===== src/rtl/square_period_meter_pkg.sv =====
// Shared constants, state encoding and slicer helper for the square-wave period meter.
package square_period_meter_pkg;

  localparam int unsigned WIDTH_DEF   = 20;
  localparam logic [7:0]  HYST_HI_DEF = 8'd160;
  localparam logic [7:0]  HYST_LO_DEF = 8'd96;

  // Saturation / timeout value of the interval counter at the default width.
  localparam logic [WIDTH_DEF-1:0] CNT_MAX = '1;

  // IDLE: no edge seen yet, ARMED: one edge but no interval, TRACK: intervals measured.
  typedef enum logic [1:0] {
    ST_IDLE  = 2'd0,
    ST_ARMED = 2'd1,
    ST_TRACK = 2'd2
  } state_e;

  // Hysteresis decision: go high at or above hi, low at or below lo, else hold.
  function automatic logic slice_next(input logic [7:0] sample,
                                      input logic [7:0] hi,
                                      input logic [7:0] lo,
                                      input logic       cur);
    logic nxt;
    if (sample >= hi) begin
      nxt = 1'b1;
    end else if (sample <= lo) begin
      nxt = 1'b0;
    end else begin
      nxt = cur;
    end
    return nxt;
  endfunction

endpackage


===== src/rtl/square_period_meter_hyst_slicer.sv =====
// Hysteresis slicer: turns the 8-bit sample stream into one registered level bit
// and flags the cycle in which that level is about to change.
module square_period_meter_hyst_slicer
  import square_period_meter_pkg::*;
(
  input  logic       clk,
  input  logic       rst,
  input  logic [7:0] in_sample,
  input  logic [7:0] hyst_hi,
  input  logic [7:0] hyst_lo,
  output logic       edge_s
);

  logic level_q;
  logic level_d;

  // Next level from the hysteresis band; an edge is any change of level.
  always_comb begin
    level_d = slice_next(in_sample, hyst_hi, hyst_lo, level_q);
    edge_s  = (level_d != level_q);
  end

  // Level register, cleared to low on reset.
  always_ff @(posedge clk or posedge rst) begin
    if (rst) begin
      level_q <= 1'b0;
    end else begin
      level_q <= level_d;
    end
  end

endmodule


===== src/rtl/square_period_meter.sv =====
// Square-wave period meter: times the interval between slicer edges and reports it
// in the generator's FREQ encoding, with lock qualification and target matching.
module square_period_meter
  import square_period_meter_pkg::*;
#(
  parameter int unsigned WIDTH      = WIDTH_DEF,
  parameter logic [7:0]  HYST_HI    = HYST_HI_DEF,
  parameter logic [7:0]  HYST_LO    = HYST_LO_DEF,
  parameter int unsigned TOL        = 4,
  parameter int unsigned LOCK_COUNT = 3
) (
  input  logic             CLOCK,
  input  logic             RESET,
  input  logic [7:0]       IN,
  input  logic [WIDTH-1:0] TARGET,
  output logic [WIDTH-1:0] HALF_PERIOD,
  output logic             VALID,
  output logic             LOCKED,
  output logic             MATCH,
  output logic             STALE
);

  localparam logic [WIDTH-1:0] SAT    = '1;
  localparam logic [WIDTH-1:0] TOL_W  = WIDTH'(TOL);
  localparam int unsigned      MC_W   = $clog2(LOCK_COUNT + 1);
  localparam logic [MC_W-1:0]  LOCK_N = MC_W'(LOCK_COUNT);

  // Unsigned distance without wrap-around.
  function automatic logic [WIDTH-1:0] abs_diff(input logic [WIDTH-1:0] a,
                                                input logic [WIDTH-1:0] b);
    logic [WIDTH-1:0] r;
    if (a >= b) begin
      r = a - b;
    end else begin
      r = b - a;
    end
    return r;
  endfunction

  logic             edge_s;
  logic             cnt_at_max_s;
  logic             pair_agree_s;
  logic             target_ok_s;

  state_e           state_q,  state_d;
  logic [WIDTH-1:0] cnt_q,    cnt_d;
  logic [WIDTH-1:0] hp_q,     hp_d;
  logic             valid_q,  valid_d;
  logic             stale_q,  stale_d;
  logic             locked_q, locked_d;
  logic             match_q,  match_d;
  logic [MC_W-1:0]  mc_q,     mc_d;

  square_period_meter_hyst_slicer u_hyst_slicer (
    .clk       (CLOCK),
    .rst       (RESET),
    .in_sample (IN),
    .hyst_hi   (HYST_HI),
    .hyst_lo   (HYST_LO),
    .edge_s    (edge_s)
  );

  // Comparisons shared by the FSM: counter saturation, pair agreement, target agreement.
  always_comb begin
    cnt_at_max_s = (cnt_q == SAT);
    pair_agree_s = (abs_diff(cnt_q, hp_q) <= TOL_W);
    target_ok_s  = (abs_diff(cnt_q, TARGET) <= TOL_W);
  end

  // Interval counter, FSM next state, measurement, lock and match update.
  always_comb begin
    state_d = state_q;
    hp_d    = hp_q;
    valid_d = 1'b0;
    stale_d = stale_q;
    mc_d    = mc_q;

    // cnt restarts at every edge so that at the next edge it holds the gap length minus one.
    if (edge_s) begin
      cnt_d = '0;
    end else if (cnt_at_max_s) begin
      cnt_d = cnt_q;
    end else begin
      cnt_d = cnt_q + WIDTH'(1);
    end

    case (state_q)
      ST_IDLE: begin
        if (edge_s) begin
          state_d = ST_ARMED;
        end else begin
          state_d = ST_IDLE;
        end
      end
      ST_ARMED, ST_TRACK: begin
        if (edge_s && !cnt_at_max_s) begin
          state_d = ST_TRACK;
          valid_d = 1'b1;
          hp_d    = cnt_q;
          stale_d = 1'b0;
          // The first interval has no predecessor to agree with.
          if (state_q == ST_ARMED) begin
            mc_d = '0;
          end else if (pair_agree_s) begin
            mc_d = (mc_q == LOCK_N) ? mc_q : mc_q + MC_W'(1);
          end else begin
            mc_d = '0;
          end
        end else if (edge_s) begin
          // Overrange: the edge is usable as a new start point but the interval is not.
          state_d = ST_ARMED;
          mc_d    = '0;
        end else if (cnt_at_max_s) begin
          // Timeout: signal lost, wait for a fresh pair of edges.
          state_d = ST_IDLE;
          stale_d = 1'b1;
          mc_d    = '0;
        end else begin
          state_d = state_q;
        end
      end
      default: begin
        state_d = ST_IDLE;
        stale_d = 1'b1;
        mc_d    = '0;
      end
    endcase

    locked_d = (mc_d == LOCK_N);

    // MATCH follows each new measurement and drops whenever lock is lost.
    if (valid_d) begin
      match_d = locked_d && target_ok_s;
    end else if (locked_d) begin
      match_d = match_q;
    end else begin
      match_d = 1'b0;
    end
  end

  // State, counter and output registers, all cleared asynchronously.
  always_ff @(posedge CLOCK or posedge RESET) begin
    if (RESET) begin
      state_q  <= ST_IDLE;
      cnt_q    <= '0;
      hp_q     <= '0;
      valid_q  <= 1'b0;
      stale_q  <= 1'b1;
      locked_q <= 1'b0;
      match_q  <= 1'b0;
      mc_q     <= '0;
    end else begin
      state_q  <= state_d;
      cnt_q    <= cnt_d;
      hp_q     <= hp_d;
      valid_q  <= valid_d;
      stale_q  <= stale_d;
      locked_q <= locked_d;
      match_q  <= match_d;
      mc_q     <= mc_d;
    end
  end

  assign HALF_PERIOD = hp_q;
  assign VALID       = valid_q;
  assign LOCKED      = locked_q;
  assign MATCH       = match_q;
  assign STALE       = stale_q;

endmodule


===== config.mk =====
export PLATFORM = sky130hd
export DESIGN_NAME = square_period_meter
export DESIGN_NICKNAME = d
export VERILOG_FILES = /design/src/rtl/square_period_meter_pkg.sv /design/src/rtl/square_period_meter_hyst_slicer.sv /design/src/rtl/square_period_meter.sv
export SDC_FILE = /design/constraint.sdc
export NUM_CORES = 1
export LEC_CHECK = 0
export ABC_AREA = 1
export BUFFER_PORTS_ARGS = -buffer_cell sky130_fd_sc_hd__buf_2
export CORE_MARGIN = 2
export CORE_UTILIZATION = 45
export CTS_CLUSTER_DIAMETER = 30
export DETAILED_ROUTE_END_ITERATION = 7
export SYNTH_ARGS = -nofsm -noshare
export SYNTH_HDL_FRONTEND = slang
export SYNTH_HIERARCHICAL = 1
export SYNTH_SLANG_ARGS = --single-unit

===== constraint.sdc =====
create_clock -name CLOCK -period 4.3 [get_ports CLOCK]
set_input_delay 0.86 -clock CLOCK [delete_from_list [all_inputs] [get_ports CLOCK]]
set_output_delay 0.86 -clock CLOCK [all_outputs]
set_load 0.01 [all_outputs]

==> flow_metrics.py, run 1 <==
metrics = {
    "sta": {
        "fmax_mhz": 276,
        "min_period_ns": 3.62,
        "skew_ns": 0.00711,
        "finalSetupViolCount": 0,
        "rsz0062_at_grt": "false",
        "slew_headroom": 0.315,
        "min_period_over_period": 0.842,
        "setup_tns_ns": 0,
        "drv_slew": 0,
        "worst_pin_slew_ns": 1.03,
        "hold_viol": 0,
    },
    "floorplan": {
        "start_util": 0.459,
        "fp-row-count": 48,
        "coreArea_um2": 17200,
        "io_pins": 54,
        "die_w_um": 137,
        "die_area_um2": 18700,
        "die_h_um": 137,
    },
    "routing": {
        "antenna_left": 0,
        "num_vias": 8555,
        "viasPerCell": 5.03,
        "drt_iter0_drc": 786,
        "wire_per_inst_um": 14.6,
        "dr.pass1.iters": 8,
        "drc": 0,
        "routed_wl_um": 24900,
    },
    "power": {
        "p_leak_nw": 5.13,
        "vdd_drop_max_v": 0.000265,
        "power_per_cell_area_nw_per_um2": 410,
    },
    "critical_path": {
        "crit_path_end": "MATCH",
        "path_cells": "ha_1, nand2_2, nor2_4, inv_1, nor2_2, nand2_1, nand3_1, nand2_1, nand2_1, inv_1, nand2_1, nand2_1, nor2_1, nand2_1, nor2_1, nand3_1, nand2_1, nand3_1, nor2_1",
        "reg2reg_setup_slack_ns": 0.68,
        "required_ns": 4.53,
        "r2r-start": "cnt_q[6]",
        "crit_path_top_delay_cell": "ha_1",
        "path_max_fanout": 11,
        "reg2reg_to": "MATCH",
        "slowest_delay_ns": 0.52,
        "cp-end-kind": "flop",
        "arrival_ns": 3.85,
        "critical_path.startpoint": "cnt_q[6]",
        "crit_type": "reg2reg",
        "r2r_cells": 19,
        "cp-start-kind": "flop",
        "cpMostUsedCell": "nand2_1",
    },
    "synthesis": {
        "avgSynthCellArea_um2": 5.59,
        "synth_area_um2": 7910,
        "ys_warn_count": 6,
        "syn_inst": 1415,
        "seq_area_frac_synth": 0.155,
        "yosysUniqueCellTypes": 40,
        "synth.ff_latch_count": 49,
    },
    "cts": {
        "clkSinkCount": 49,
        "ctsRootBufferMaster": "clkbuf_16",
        "clockBufferDepth": 2,
        "clock_latency_ns": 0.29,
        "numCtsBuffers": 5,
        "post_cts_buffers": 0,
        "cts-resized-gates": 0,
        "hold_buffers": 0,
        "cts_tree": "built",
        "clk_pin_slew_worst_paths_ns": 0.07,
        "cts_max_level": 2,
    },
    "finish": {
        "antenna_cells_inserted": 0,
        "layout.nets": 1603,
        "fin_util": 0.497,
        "area_delta_synth_final_pct": 8.36,
        "finalNonFillerCells": 1701,
        "final_cell_mix": "nand2_1 (513), inv_1 (269), nor2_1 (115)",
        "mostFrequentLayoutCell": "nand2_1",
        "drive_gt1_frac": 0.0637,
    },
    "global_route": {
        "first_global_vias": 7548,
        "grt_max_degree": 49,
        "grt.overflow.total": 0,
        "grt_first_pass_wirelength_um": 39600,
        "grt_usage": 0.270,
        "antenna_found_initial": 0,
    },
    "placed_design": {
        "dp_cells": 1693,
        "port-buffer-count": 53,
        "place_hpwl_um": 21100,
        "gp_congestion": 0.992,
    },
    "worst_hold_path": {
        "hold_path_class": "in2async",
    },
    "run_status": {
        "status": "finished clean",
    },
    "job": {
        "drv_cap": 0,
    },
}
## final cells by class
cell class / count / area [µm²]
Fill cell: 1933 / 8660
Multi-Input combinational cell: 1090 / 5610
Sequential cell: 49 / 1230
Inverter: 271 / 1020
Timing Repair Buffer: 58 / 303
Tap cell: 225 / 282
Clock buffer: 7 / 133
Clock inverter: 1 / 5.00
## per-layer routing
| layer | vias up | share of wire | track usage |
|---|---|---|---|
| met1 | 3760 | 0.51 | 0.413 |
| met2 | 288 | 0.41 | 0.406 |
| li1 | 4497 | - | - |
| met4 | 0 | 0.0049 | 0.0243 |
| met3 | 10 | 0.078 | 0.0504 |
| met5 | - | 0 | 0 |
## synthesized netlist by cell type
cell type / n / area [µm²]
nor3_2: 1 / 10.0
nand3b_1: 7 / 52.6
clkbuf_1: 5 / 18.8
buf_2: 6 / 30.0
dfrtp_1: 48 / 1200
o211a_1: 1 / 10.0
a21oi_2: 2 / 17.5
o2111ai_1: 1 / 8.76
o21ai_0: 57 / 285
o211ai_1: 2 / 15.0
nand3_1: 87 / 435
nor2_4: 2 / 22.5
nand4_4: 1 / 21.3
nor2_1: 115 / 432
nand2_2: 10 / 62.6
nand4_1: 15 / 93.8
inv_1: 270 / 1010
nor2_2: 8 / 50.1
o31ai_1: 1 / 7.51
a211oi_1: 2 / 15.0
nor3_1: 21 / 105
nor4_1: 4 / 25.0
xnor2_1: 3 / 26.3
o21a_1: 3 / 22.5
o21ai_2: 2 / 17.5
a31oi_1: 2 / 12.5
nand2_1: 513 / 1930
or2_2: 1 / 6.26
buf_6: 2 / 22.5
conb_1: 2 / 7.51
a21oi_1: 91 / 455
inv_2: 1 / 3.75
o21bai_1: 8 / 60.1
dfstp_2: 1 / 26.3
buf_4: 5 / 37.5
buf_1: 1 / 3.75
xor2_1: 8 / 70.1
and2_1: 3 / 18.8
ha_1: 98 / 1230
a21o_1: 5 / 37.5
## per-stage QoR
stage / instance area, µm² / total power [W] / worst slack (ns) / hold slack (ns)
floorplan: 7970 / 0.00238 / 1.48 / 0.489
global placement: 8440 / 0.00305 / 0.701 / 0.481
detailed placement: 8440 / 0.00307 / 0.707 / 0.481
CTS: 8570 / 0.00347 / 0.784 / 0.399
global route: 8570 / 0.00390 / 0.354 / 0.402
finish: 8570 / 0.00352 / 0.678 / 0.404
## registers in the layout (all words and copies together), names as in the netlist, 2 cells and up
signal       cells
mc_q             2
state_q          2
cnt_q           20
HALF_PERIOD     20
## where the power goes
| part | total [W] | internal, W | leakage, nW | switching, W |
|---|---|---|---|---|
| registers | 0.000544 | 0.000507 | 0.670 | 0.0000372 |
| logic | 0.00258 | 0.000798 | 4.39 | 0.00178 |
| clock network | 0.000392 | 0.000216 | 0.0679 | 0.000176 |
| total | 0.00352 | 0.00152 | 5.13 | 0.00200 |
## kinds of logic (layout without fill, tap and decap cells)
family                     after synthesis  in the layout  synth area share
AOI/OAI and AO/OA                      177            177             0.122
other                                    2             16          0.000949
adders and majority gates               98             98             0.155
DFF                                     49             49             0.155
xor gates and xnor gates                11             11            0.0122
buffers and inverters                  290            337             0.143
and+or+nand+nor                        788            788             0.412
## worst min-delay path by stage
stage | endpoint | slack [ns] | depth (start not counted)
floorplan | state_q[1] | 0.49 | 2
global placement | STALE | 0.48 | 2
detailed placement | STALE | 0.48 | 2
CTS | u_hyst_slicer/level_q | 0.40 | 2
global route | u_hyst_slicer/level_q | 0.40 | 2
finish | u_hyst_slicer/level_q | 0.40 | 2
## critical path: cells and delay by family (launching register included)
kind	cells	cell delay (ns)
AND/OR/NAND/NOR	16	2.22
buffers and inverters	2	0.32
flip-flops	1	0.49
adder cells (fa/ha/maj)	1	0.52
(Power assumes the default switching activity.)
==> run 2: changes to the inputs <==
- clock period: 4.3 -> 3.3 ns (I/O delays scaled with it)
==> run 2 against run 1 <==
Worst hold slack lost 0.21 ns. Die area is the same. Routed wire length grew 3.4%. Sequential cell count is the same. Highest routed layer unchanged. Critical path depth grew 1. Largest power group unchanged.
==> flow_metrics.py, run 2 (synthesis results as in run 1) <==
metrics = {
    "routing": {
        "routed_wl_um": 25700,
        "drc": 0,
        "viasPerCell": 5.05,
        "wire_per_inst_um": 14.6,
        "dr.pass1.iters": 5,
        "num_vias": 8886,
        "drt_iter0_drc": 806,
        "antenna_left": 0,
    },
    "global_route": {
        "grt_first_pass_wirelength_um": 40100,
        "grt.overflow.total": 0,
        "grt_usage": 0.275,
        "grt_max_degree": 49,
        "antenna_found_initial": 0,
        "first_global_vias": 7735,
    },
    "placed_design": {
        "gp_congestion": 0.998,
        "pre_cts_ws_ns": -0.0110,
        "port-buffer-count": 53,
        "place_hpwl_um": 21900,
    },
    "floorplan": {
        "fp-row-count": 48,
        "die_w_um": 137,
        "coreArea_um2": 17200,
        "die_h_um": 137,
        "die_area_um2": 18700,
        "start_util": 0.459,
        "io_pins": 54,
    },
    "sta": {
        "worst_pin_slew_ns": 1.03,
        "slew_headroom": 0.310,
        "min_period_over_period": 0.923,
        "fmax_mhz": 328,
        "hold_viol": 0,
        "hold_ws_ns": 0.195,
        "setup_tns_ns": 0,
        "rsz0062_at_grt": "false",
        "skew_ns": 0.00751,
        "drv_slew": 0,
        "worst_slack_ns": 0.253,
        "min_period_ns": 3.05,
        "finalSetupViolCount": 0,
    },
    "cts": {
        "clk_pin_slew_worst_paths_ns": 0.07,
        "clkSinkCount": 49,
        "numCtsBuffers": 5,
        "ctsRootBufferMaster": "clkbuf_16",
        "cts_max_level": 2,
        "post_cts_buffers": 0,
        "cts_tree": "built",
        "clockBufferDepth": 2,
        "clock_latency_ns": 0.30,
    },
    "finish": {
        "mostFrequentLayoutCell": "nand2_1",
        "layout.nets": 1661,
        "antenna_cells_inserted": 0,
        "final_cell_mix": "nand2_1 (512), inv_1 (269), nor2_1 (115)",
        "fin_util": 0.526,
        "drive_gt1_frac": 0.102,
        "area_delta_synth_final_pct": 14.5,
    },
    "power": {
        "vdd_drop_max_v": 0.000365,
        "power_per_cell_area_nw_per_um2": 527,
        "power.total_w": 0.00478,
        "p_leak_nw": 5.43,
    },
    "critical_path": {
        "required_ns": 3.53,
        "crit_type": "reg2reg",
        "slowest_delay_ns": 0.43,
        "cp-end-kind": "flop",
        "path_max_fanout": 8,
        "cp-start-kind": "flop",
        "arrival_ns": 3.28,
        "crit_path_top_delay_cell": "ha_1",
        "cpMostUsedCell": "nand2_1",
        "path_cells": "buf_4, ha_1, nand2_1, nor2_1, inv_1, o21bai_1, nand2_1, nand2_1, nand2_1, nand2_1, nand2_1, nand2_1, inv_1, nor2_1, nand2_1, nor2_1, nand2_1, nor2_1, nor2_1, nor2_1",
    },
    "worst_hold_path": {
        "hold_path_class": "in2async",
    },
    "run_status": {
        "status": "finished clean",
    },
    "job": {
        "drv_cap": 0,
    },
}
[run 2: timing repair]
| item | in CTS | in global routing |
|---|---|---|
| hold buffers | 0 | 0 |
| resized for setup | 0 | 5 |
| setup endpoints to repair | 0 | 1 |
[run 2: path summary, 6_finish.rpt]
path	from	end	slack, ns	cells after the start
max	cnt_q[6]	MATCH	0.25	20
min	RESET	u_hyst_slicer/level_q	0.19	2
max reg2reg	cnt_q[6]	MATCH	0.25	20
min reg2reg	STALE	STALE	0.50	2
max in group asynchronous	RESET	cnt_q[1]	2.03	2
min in group CLOCK	STALE	STALE	0.50	2
[run 2: layout make-up]
type	instances	area, µm²
clock buffers	6	139
clock inverters	2	13.8
fillers	1877	8170
inverters	271	1020
multi-input cells	1091	5640
flip-flops and latches	49	1230
well taps	225	282
repair buffers	115	743
[run 2: per-stage QoR]
step / cells / cell area [µm²]
finish: 1759 / 9060
global route: 1759 / 9060
CTS: 1758 / 9030
detailed placement: 1750 / 8880
global placement: 1750 / 8880
floorplan: 1429 / 7970
[run 2: layer usage]
metal | vias to the layer above | routed length [µm] | global-route usage
li1 | 4613 | - | -
met1 | 3950 | 12200 | 0.409
met2 | 306 | 10800 | 0.411
met3 | 17 | 2380 | 0.0652
met4 | 0 | 285 | 0.0365
met5 | - | 0 | 0
[run 2: power breakdown]
part	switching, W	internal, W
Clock	0.000241	0.000302
Sequential	0.0000372	0.000661
Combinational	0.00235	0.00119
[run 2: worst max-delay path: cells and delay by family (launching register included)]
family	cells	cell delay [ns]
compound gates	1	0.34
simple gates	15	1.53
flops	1	0.40
fa+ha+maj	1	0.43
buf+inv	3	0.29
